`src/rtl/nts_tx_pkg.sv`:
```
// nts_tx_pkg
//   Shared definitions for the NTS transmit path.
//   - tx_state_t      : dispatcher FSM state encoding
//   - tx_entry_t      : one stream beat {data, keep, last} as held in the output FIFO
//   - bytes_valid     : legal range check for a bytes-in-last-word count (1..8)
//   - keep_from_bytes : byte-enable mask with n leading ones, all ones when n is illegal
package nts_tx_pkg;

  localparam int DATA_W  = 64;
  localparam int KEEP_W  = 8;
  localparam int ENTRY_W = DATA_W + KEEP_W + 1;

  typedef enum logic [2:0] {
    ST_IDLE    = 3'd0,
    ST_READ    = 3'd1,
    ST_DRAIN   = 3'd2,
    ST_RELEASE = 3'd3,
    ST_GAP     = 3'd4
  } tx_state_t;

  typedef struct packed {
    logic [DATA_W-1:0] data;
    logic [KEEP_W-1:0] keep;
    logic              last;
  } tx_entry_t;

  function automatic logic bytes_valid(input logic [3:0] n);
    return (n != 4'd0) && (n <= 4'd8);
  endfunction

  // Byte 0 sits in the top lane, so n valid bytes are the n most significant
  // keep bits. An illegal count falls back to a full word.
  function automatic logic [KEEP_W-1:0] keep_from_bytes(input logic [3:0] n);
    logic [KEEP_W-1:0] k;
    k = 8'hFF;
    if (bytes_valid(n)) begin
      k = 8'hFF << (4'd8 - n);
    end
    return k;
  endfunction

endpackage

```
`src/rtl/nts_tx_skid_fifo.sv`:
```
// nts_tx_skid_fifo
//   Two-entry output buffer between the transmit-buffer read side and the MAC
//   stream. Entry 0 (slot0) is always the head, so the presented beat stays
//   stable until it is popped.
//   Ports:
//     clk, reset_n  : clock, synchronous active-low reset (empties and zeroes)
//     push          : write push_entry this cycle
//     push_entry    : {data, keep, last}
//     pop           : head consumed this cycle (only meaningful while valid)
//     head          : head entry
//     valid         : at least one entry held
//     occupancy     : number of entries held (0..2)
module nts_tx_skid_fifo
  import nts_tx_pkg::*;
#(
  parameter int WIDTH = ENTRY_W
) (
  input  logic             clk,
  input  logic             reset_n,
  input  logic             push,
  input  logic [WIDTH-1:0] push_entry,
  input  logic             pop,
  output logic [WIDTH-1:0] head,
  output logic             valid,
  output logic [1:0]       occupancy
);

  logic [WIDTH-1:0] slot0;
  logic [WIDTH-1:0] slot1;
  logic [1:0]       count;

  // Shift-style storage: a pop moves slot1 forward into slot0. The caller
  // never pushes into a full buffer; such a push is dropped rather than
  // overwriting the entry being presented.
  always_ff @(posedge clk) begin
    if (!reset_n) begin
      slot0 <= '0;
      slot1 <= '0;
      count <= 2'd0;
    end else begin
      case ({push, pop})
        2'b10: begin
          if (count == 2'd0) begin
            slot0 <= push_entry;
            count <= 2'd1;
          end else if (count == 2'd1) begin
            slot1 <= push_entry;
            count <= 2'd2;
          end
        end
        2'b01: begin
          if (count != 2'd0) begin
            slot0 <= slot1;
            count <= count - 2'd1;
          end
        end
        2'b11: begin
          if (count == 2'd2) begin
            slot0 <= slot1;
            slot1 <= push_entry;
          end else begin
            slot0 <= push_entry;
            count <= 2'd1;
          end
        end
        default: begin
        end
      endcase
    end
  end

  assign head      = slot0;
  assign valid     = (count != 2'd0);
  assign occupancy = count;

endmodule

```
`src/rtl/nts_tx_mac_dispatcher.sv`:
```
// nts_tx_mac_dispatcher
//   Reads a finished NTS response packet out of the transmit buffer and
//   streams it to the Ethernet MAC as 64-bit big-endian beats, then hands the
//   buffer back with a one-cycle release pulse.
//   Ports:
//     i_clk, i_reset_n                 : clock, synchronous active-low reset
//     i_dispatch_tx_packet_available   : upstream holds a complete packet
//     i_dispatch_tx_fifo_empty         : every word of the packet has been read
//     o_dispatch_tx_fifo_rd_en         : read one word (data returns next cycle)
//     i_dispatch_tx_fifo_rd_data       : read data, valid the cycle after rd_en
//     i_dispatch_tx_bytes_last_word    : valid bytes in the last word (1..8)
//     o_dispatch_tx_packet_read        : one-cycle release of the upstream packet
//     o_tx_valid/i_tx_ready            : MAC stream handshake
//     o_tx_data/o_tx_keep/o_tx_last    : stream beat; byte 0 in [63:56]
//     o_error                          : sticky bad byte count or overrun
//     o_packets_sent                   : completed packets, wrapping
module nts_tx_mac_dispatcher
  import nts_tx_pkg::*;
#(
  parameter int MAX_WORDS = 256
) (
  input  logic              i_clk,
  input  logic              i_reset_n,
  input  logic              i_dispatch_tx_packet_available,
  input  logic              i_dispatch_tx_fifo_empty,
  output logic              o_dispatch_tx_fifo_rd_en,
  input  logic [DATA_W-1:0] i_dispatch_tx_fifo_rd_data,
  input  logic [3:0]        i_dispatch_tx_bytes_last_word,
  output logic              o_dispatch_tx_packet_read,
  output logic              o_tx_valid,
  input  logic              i_tx_ready,
  output logic [DATA_W-1:0] o_tx_data,
  output logic [KEEP_W-1:0] o_tx_keep,
  output logic              o_tx_last,
  output logic              o_error,
  output logic [31:0]       o_packets_sent
);

  localparam int CNT_W = $clog2(MAX_WORDS + 1);

  tx_state_t  state;
  logic       inflight;
  logic       last_captured;
  logic [CNT_W-1:0] issued;
  logic [CNT_W-1:0] captured;

  tx_entry_t  head;
  tx_entry_t  push_entry;
  logic       head_valid;
  logic [1:0] occupancy;
  logic       pop;
  logic       rd_en;
  logic [2:0] committed;
  logic       overrun;
  logic       capture_last;
  logic       bad_bytes;

  assign pop = head_valid && i_tx_ready;

  // A read is only issued when the word it returns is guaranteed a FIFO slot:
  // words held plus the one in flight, less the beat leaving this cycle, must
  // stay below two. The issue count cap keeps an overlong packet from reading
  // past the word that gets a forced last.
  always_comb begin
    committed = {1'b0, occupancy} + {2'b00, inflight};
    rd_en     = 1'b0;
    if ((state == ST_READ) && !i_dispatch_tx_fifo_empty && !last_captured &&
        (issued < CNT_W'(MAX_WORDS)) && (committed < (3'd2 + {2'b00, pop}))) begin
      rd_en = 1'b1;
    end
  end

  // Capture side. The upstream empty flag in the capture cycle tells us the
  // returning word was the final one. Reaching the word limit without that
  // flag means the packet is too long, so the word is closed off as last.
  always_comb begin
    overrun         = inflight && !i_dispatch_tx_fifo_empty &&
                      (captured == CNT_W'(MAX_WORDS - 1));
    capture_last    = i_dispatch_tx_fifo_empty || overrun;
    bad_bytes       = inflight && i_dispatch_tx_fifo_empty &&
                      !bytes_valid(i_dispatch_tx_bytes_last_word);
    push_entry.data = i_dispatch_tx_fifo_rd_data;
    push_entry.keep = i_dispatch_tx_fifo_empty ?
                      keep_from_bytes(i_dispatch_tx_bytes_last_word) : 8'hFF;
    push_entry.last = capture_last;
  end

  nts_tx_skid_fifo #(
    .WIDTH(ENTRY_W)
  ) u_skid_fifo (
    .clk        (i_clk),
    .reset_n    (i_reset_n),
    .push       (inflight),
    .push_entry (push_entry),
    .pop        (pop),
    .head       (head),
    .valid      (head_valid),
    .occupancy  (occupancy)
  );

  // Packet sequencing. The release pulse is raised on entry to RELEASE so it
  // is visible for exactly that cycle; the sent counter advances as RELEASE
  // ends. GAP guarantees a dead cycle before the next packet is looked at.
  always_ff @(posedge i_clk) begin
    if (!i_reset_n) begin
      state                     <= ST_IDLE;
      inflight                  <= 1'b0;
      last_captured             <= 1'b0;
      issued                    <= '0;
      captured                  <= '0;
      o_dispatch_tx_packet_read <= 1'b0;
      o_error                   <= 1'b0;
      o_packets_sent            <= 32'd0;
    end else begin
      inflight                  <= rd_en;
      o_dispatch_tx_packet_read <= 1'b0;
      if (bad_bytes || overrun) begin
        o_error <= 1'b1;
      end
      if (rd_en) begin
        issued <= issued + CNT_W'(1);
      end
      if (inflight) begin
        captured <= captured + CNT_W'(1);
        if (capture_last) begin
          last_captured <= 1'b1;
        end
      end
      case (state)
        ST_IDLE: begin
          issued        <= '0;
          captured      <= '0;
          last_captured <= 1'b0;
          if (i_dispatch_tx_packet_available) begin
            state <= ST_READ;
          end
        end
        ST_READ: begin
          if (inflight && capture_last) begin
            state <= ST_DRAIN;
          end
        end
        ST_DRAIN: begin
          if (pop && head.last) begin
            state                     <= ST_RELEASE;
            o_dispatch_tx_packet_read <= 1'b1;
          end
        end
        ST_RELEASE: begin
          o_packets_sent <= o_packets_sent + 32'd1;
          state          <= ST_GAP;
        end
        ST_GAP: begin
          state <= ST_IDLE;
        end
        default: begin
          state <= ST_IDLE;
        end
      endcase
    end
  end

  assign o_dispatch_tx_fifo_rd_en = rd_en;
  assign o_tx_valid               = head_valid;
  assign o_tx_data                = head.data;
  assign o_tx_keep                = head.keep;
  assign o_tx_last                = head.last;

endmodule

```
`config.mk`:
```
export PLATFORM = sky130hd
export DESIGN_NAME = nts_tx_mac_dispatcher
export DESIGN_NICKNAME = d
export VERILOG_FILES = /design/src/rtl/nts_tx_pkg.sv /design/src/rtl/nts_tx_skid_fifo.sv /design/src/rtl/nts_tx_mac_dispatcher.sv
export SDC_FILE = /design/constraint.sdc
export NUM_CORES = 1
export LEC_CHECK = 0
export ABC_AREA = 0
export BUFFER_PORTS_ARGS = -buffer_cell sky130_fd_sc_hd__buf_2
export CAP_MARGIN = 10
export CORE_UTILIZATION = 30
export DETAILED_ROUTE_END_ITERATION = 12
export GPL_TIMING_DRIVEN = 0
export SLEW_MARGIN = 20
export SYNTH_ARGS = -nofsm -noshare
export SYNTH_HDL_FRONTEND = slang
export SYNTH_HIERARCHICAL = 1
export SYNTH_SLANG_ARGS = --single-unit
```
`constraint.sdc`:
```
create_clock -name i_clk -period 2.5 [get_ports i_clk]
set_input_delay 0.125 -clock i_clk [delete_from_list [all_inputs] [get_ports i_clk]]
set_output_delay 0.125 -clock i_clk [all_outputs]
set_load 0.02 [all_outputs]
```
==> flow_summary.toml <==
[status]
run_status = "complete, no violations"

[timing]
achievable-frequency_ghz = 0.4241
timing.final.crit_share = 0.9432
time_the_final_worst_path_needs_with_i_o_delays_and_setup_ns = 2.358
fin_worst_hold_slack_ns = 0.03974
worst_pin_slew_ns = 1.049
setup_total_negative_slack_ns = 0
timing.slew.headroom = 0.2949
finalMaxSlewViolations = 0
worst_setup_skew_after_layout_ns = 0.01050
grt_setup_unrepaired = "false"
final_hold_viol_count = 0
timing.final.setup_violations = 0

[global_route]
wire_length_of_the_first_global_routing_pass_um = 47810
grt_max_degree = 13
via_count_of_the_first_global_routing_pass = 8836
track_usage = 0.1800
grt_overflow = 0
grt_antenna_before_repair = 0

[route]
routed_wire_length_per_instance_um = 16.76
dr.first_iter.drc_count = 629
dr_wl_met2_um = 13880
final_antenna_net_count = 0
detail_route.first_pass.iterations = 5
final_routed_wirelength_um = 30100
routed-via-count = 9235
wl_met3_um = 1651
drc = 0
topRoutingLayerUsed = "met4"
avgViaCountPerCell = 5.142
drt-met1-wl_um = 13600

[placed_design]
rd_place_congestion = 0.8113
port_buffers = 181
dp.final_hpwl_um = 21080

[clock_tree]
clockBufferDepth = 3
ctsRootBufferMaster = "clkbuf_16"
cts-buffers-inserted = 24
number_of_h_tree_levels = 1
insertion_delay_ns = 0.51
clk_pin_slew_worst_paths_ns = 0.06
tritoncts_num_sinks = 205
tritoncts = "done"

[final_layout]
fill_cells = 3212
finalNetCount = 1464
area_growth_syn_to_layout_pct = 30.61
layout-drive-gt1-share = 0.1980
num_antenna_cells = 0

[pwr]
cellLeakagePower_nw = 4.771
power_switching_mw = 1.863
ir_worst_vdd_mv = 0.3999
clkPwrFrac = 0.472
netSwitchingFraction = 0.2406
internal_cell_power_mw = 5.881
power_density_mw_per_mm2 = 619.6
power_frac_comb = 0.094
power.share.sequential = 0.434

[die]
core_mm2 = 0.03147
design.portCount = 182
die_height_um = 180.6
fp.dieArea_mm2 = 0.03262
start_util = 0.3040
die-width_um = 180.6
row_count = 65

[run]
cap_violations = 0

[worst_setup_path]
timing.critical_path.slowest_stage_cell = "or4_4"
startpoint_type = "register"
crit_family = "simple AND/OR/NAND/NOR gates"
worst_path_cell_chain = "ha_1 > ha_1 > or4_4 > a211oi_4 > buf_2"
worstPathBufferInverterCount = 1
crit_path_end_kind = "output pin"
most_used_cell_along_the_critical_path = "ha_1"
timing.critical_path.arrival_ns = 2.23
worst_setup_path_startpoint = "inflight"
timing.critical_path.slowest_cell_delay_ns = 0.46
worstPathMaxFanout = 11
worst_ep_required_time_ns = 2.38
worstSetupPathType = "reg -> out"
crit-reg2reg-launch = "u_skid_fifo/occupancy[0]"

[yosys]
ys_types = 61
synthesis.instances = 1104
synth.yosys.seq_area_share = 0.4289
synth_nets = 1192
synth.cells.most_frequent = "dfxtp_1 (205), nand2_1 (178), o21ai_0 (159)"
netlist_area_before_placement_mm2 = 0.009569
netlist.area_leader.share = 0.4289
synth_enable_flop_cells = 0
synth_flop_cell = "dfxtp_1"
postSynthRegisterBits = 205
ys_top_cells_by_area = "dfxtp_1 (43%), mux2i_1 (8.6%), o21ai_0 (8.3%)"
synthMostInstantiatedCell = "dfxtp_1"
yosys.area.top_type = "dfxtp_1"
async_reset_ff_frac = 0
yosysWarningCount = 6
synth_area_per_cell_um2 = 8.668

[worst_hold_path]
min-delay-path-class = "in -> reg"
hp-start = "i_dispatch_tx_fifo_empty"
[kinds of logic after synthesis]
| logic type | after synthesis | share of synthesized area |
|---|---|---|
| AOI/OAI and AO/OA | 292 | 0.1761 |
| adders and majority gates | 15 | 0.01961 |
| and+or+nand+nor | 378 | 0.2096 |
| xor gates and xnor gates | 19 | 0.01739 |
| muxes | 83 | 0.08695 |
| buffers and inverters | 112 | 0.06145 |
| DFF | 205 | 0.4289 |
[area by class of cell]
| class | instances | area (µm²) | share of cell area |
|---|---|---|---|
| Buffer | 95 | 554.3 | 0.04435 |
| Clock buffer | 40 | 762.0 | 0.06097 |
| Clock inverter | 4 | 70.07 | 0.005606 |
| Inverter | 17 | 67.56 | 0.005406 |
| Multi-Input combinational cell | 787 | 4883 | 0.3907 |
| Sequential cell | 205 | 4104 | 0.3284 |
| Tap cell | 402 | 503.0 | 0.04024 |
| Timing Repair Buffer | 246 | 1554 | 0.1243 |
[registers in the layout, summed over array words and instances (netlist names)]
name and count:
inflight 1, state 3, last_captured 1, o_error 1, o_dispatch_tx_packet_read 1, o_packets_sent 32, u_skid_fifo/occupancy 2, captured 9
issued 9, u_skid_fifo/head 73, u_skid_fifo/slot1 73
[per-stage QoR]
| stage | util | cell area (µm²) | total power, mW | instances | worst slack, ns |
|---|---|---|---|---|---|
| after floorplan | - | 9569 | 3.801 | 1104 | 0.3385 |
| after global placement | 0.3488 | 10980 | 4.063 | 1687 | -0.1424 |
| after detailed placement | 0.3488 | 10980 | 4.069 | 1687 | -0.1927 |
| after CTS | 0.3963 | 12470 | 7.829 | 1796 | 0.01557 |
| after global routing | 0.3971 | 12500 | 8.043 | 1796 | 0.01423 |
| final | 0.3971 | 12500 | 7.744 | 1796 | 0.1419 |
[tightest hold or removal path, cell delays in order]
cell and delay, ns:
buf_2 0.14, a21oi_1 0.14, o21a_1 0.11
[layer usage]
metal | vias up | GRT usage
met5 | - | 0
met3 | 55 | 0.02708
met1 | 4390 | 0.2422
met2 | 288 | 0.2913
li1 | 4502 | -
met4 | 0 | 0.06496
[power groups by stage]
stage	registers, mW	clock network, mW	logic, mW
2_1_floorplan	3.50	0	0.301
3_3_place_gp	3.43	0	0.628
3_5_place_dp	3.44	0	0.633
4_1_cts	3.36	3.74	0.722
5_1_grt	3.37	3.88	0.794
6_report	3.36	3.65	0.727
[cells in the final DEF, fill, tap and decap left out, types with 25 or more instances in the layout]
master	synthesis	final
dfxtp_1	205	205
a31oi_1	75	75
nor2_1	29	29
dlygate4sd3_1	0	64
o21ai_0	159	159
clkbuf_1	61	57
nand3b_1	76	76
a21oi_1	26	26
nand2_1	178	178
clkbuf_16	0	25
mux2i_1	82	82
buf_2	13	194
[final timing paths]
kind	endpoint	slack (ns)	cells after the start
max reg2reg	u_skid_fifo/head[15]	0.14	10
min reg2reg	u_skid_fifo/slot1[18]	0.46	2
max	o_dispatch_tx_fifo_rd_en	0.14	5
min	o_error	0.04	3
[timing repair]
action / 4_1_cts / 5_1_grt
buffers inserted: 1 / 0
cloned: 0 / 0
hold endpoints to repair: 128 / 0
hold buffers: 64 / 0
resized for setup: 11 / 19
setup endpoints to repair: 71 / 75
pin swaps: 1 / 0
No activity file was read; power rests on OpenSTA's default activity.
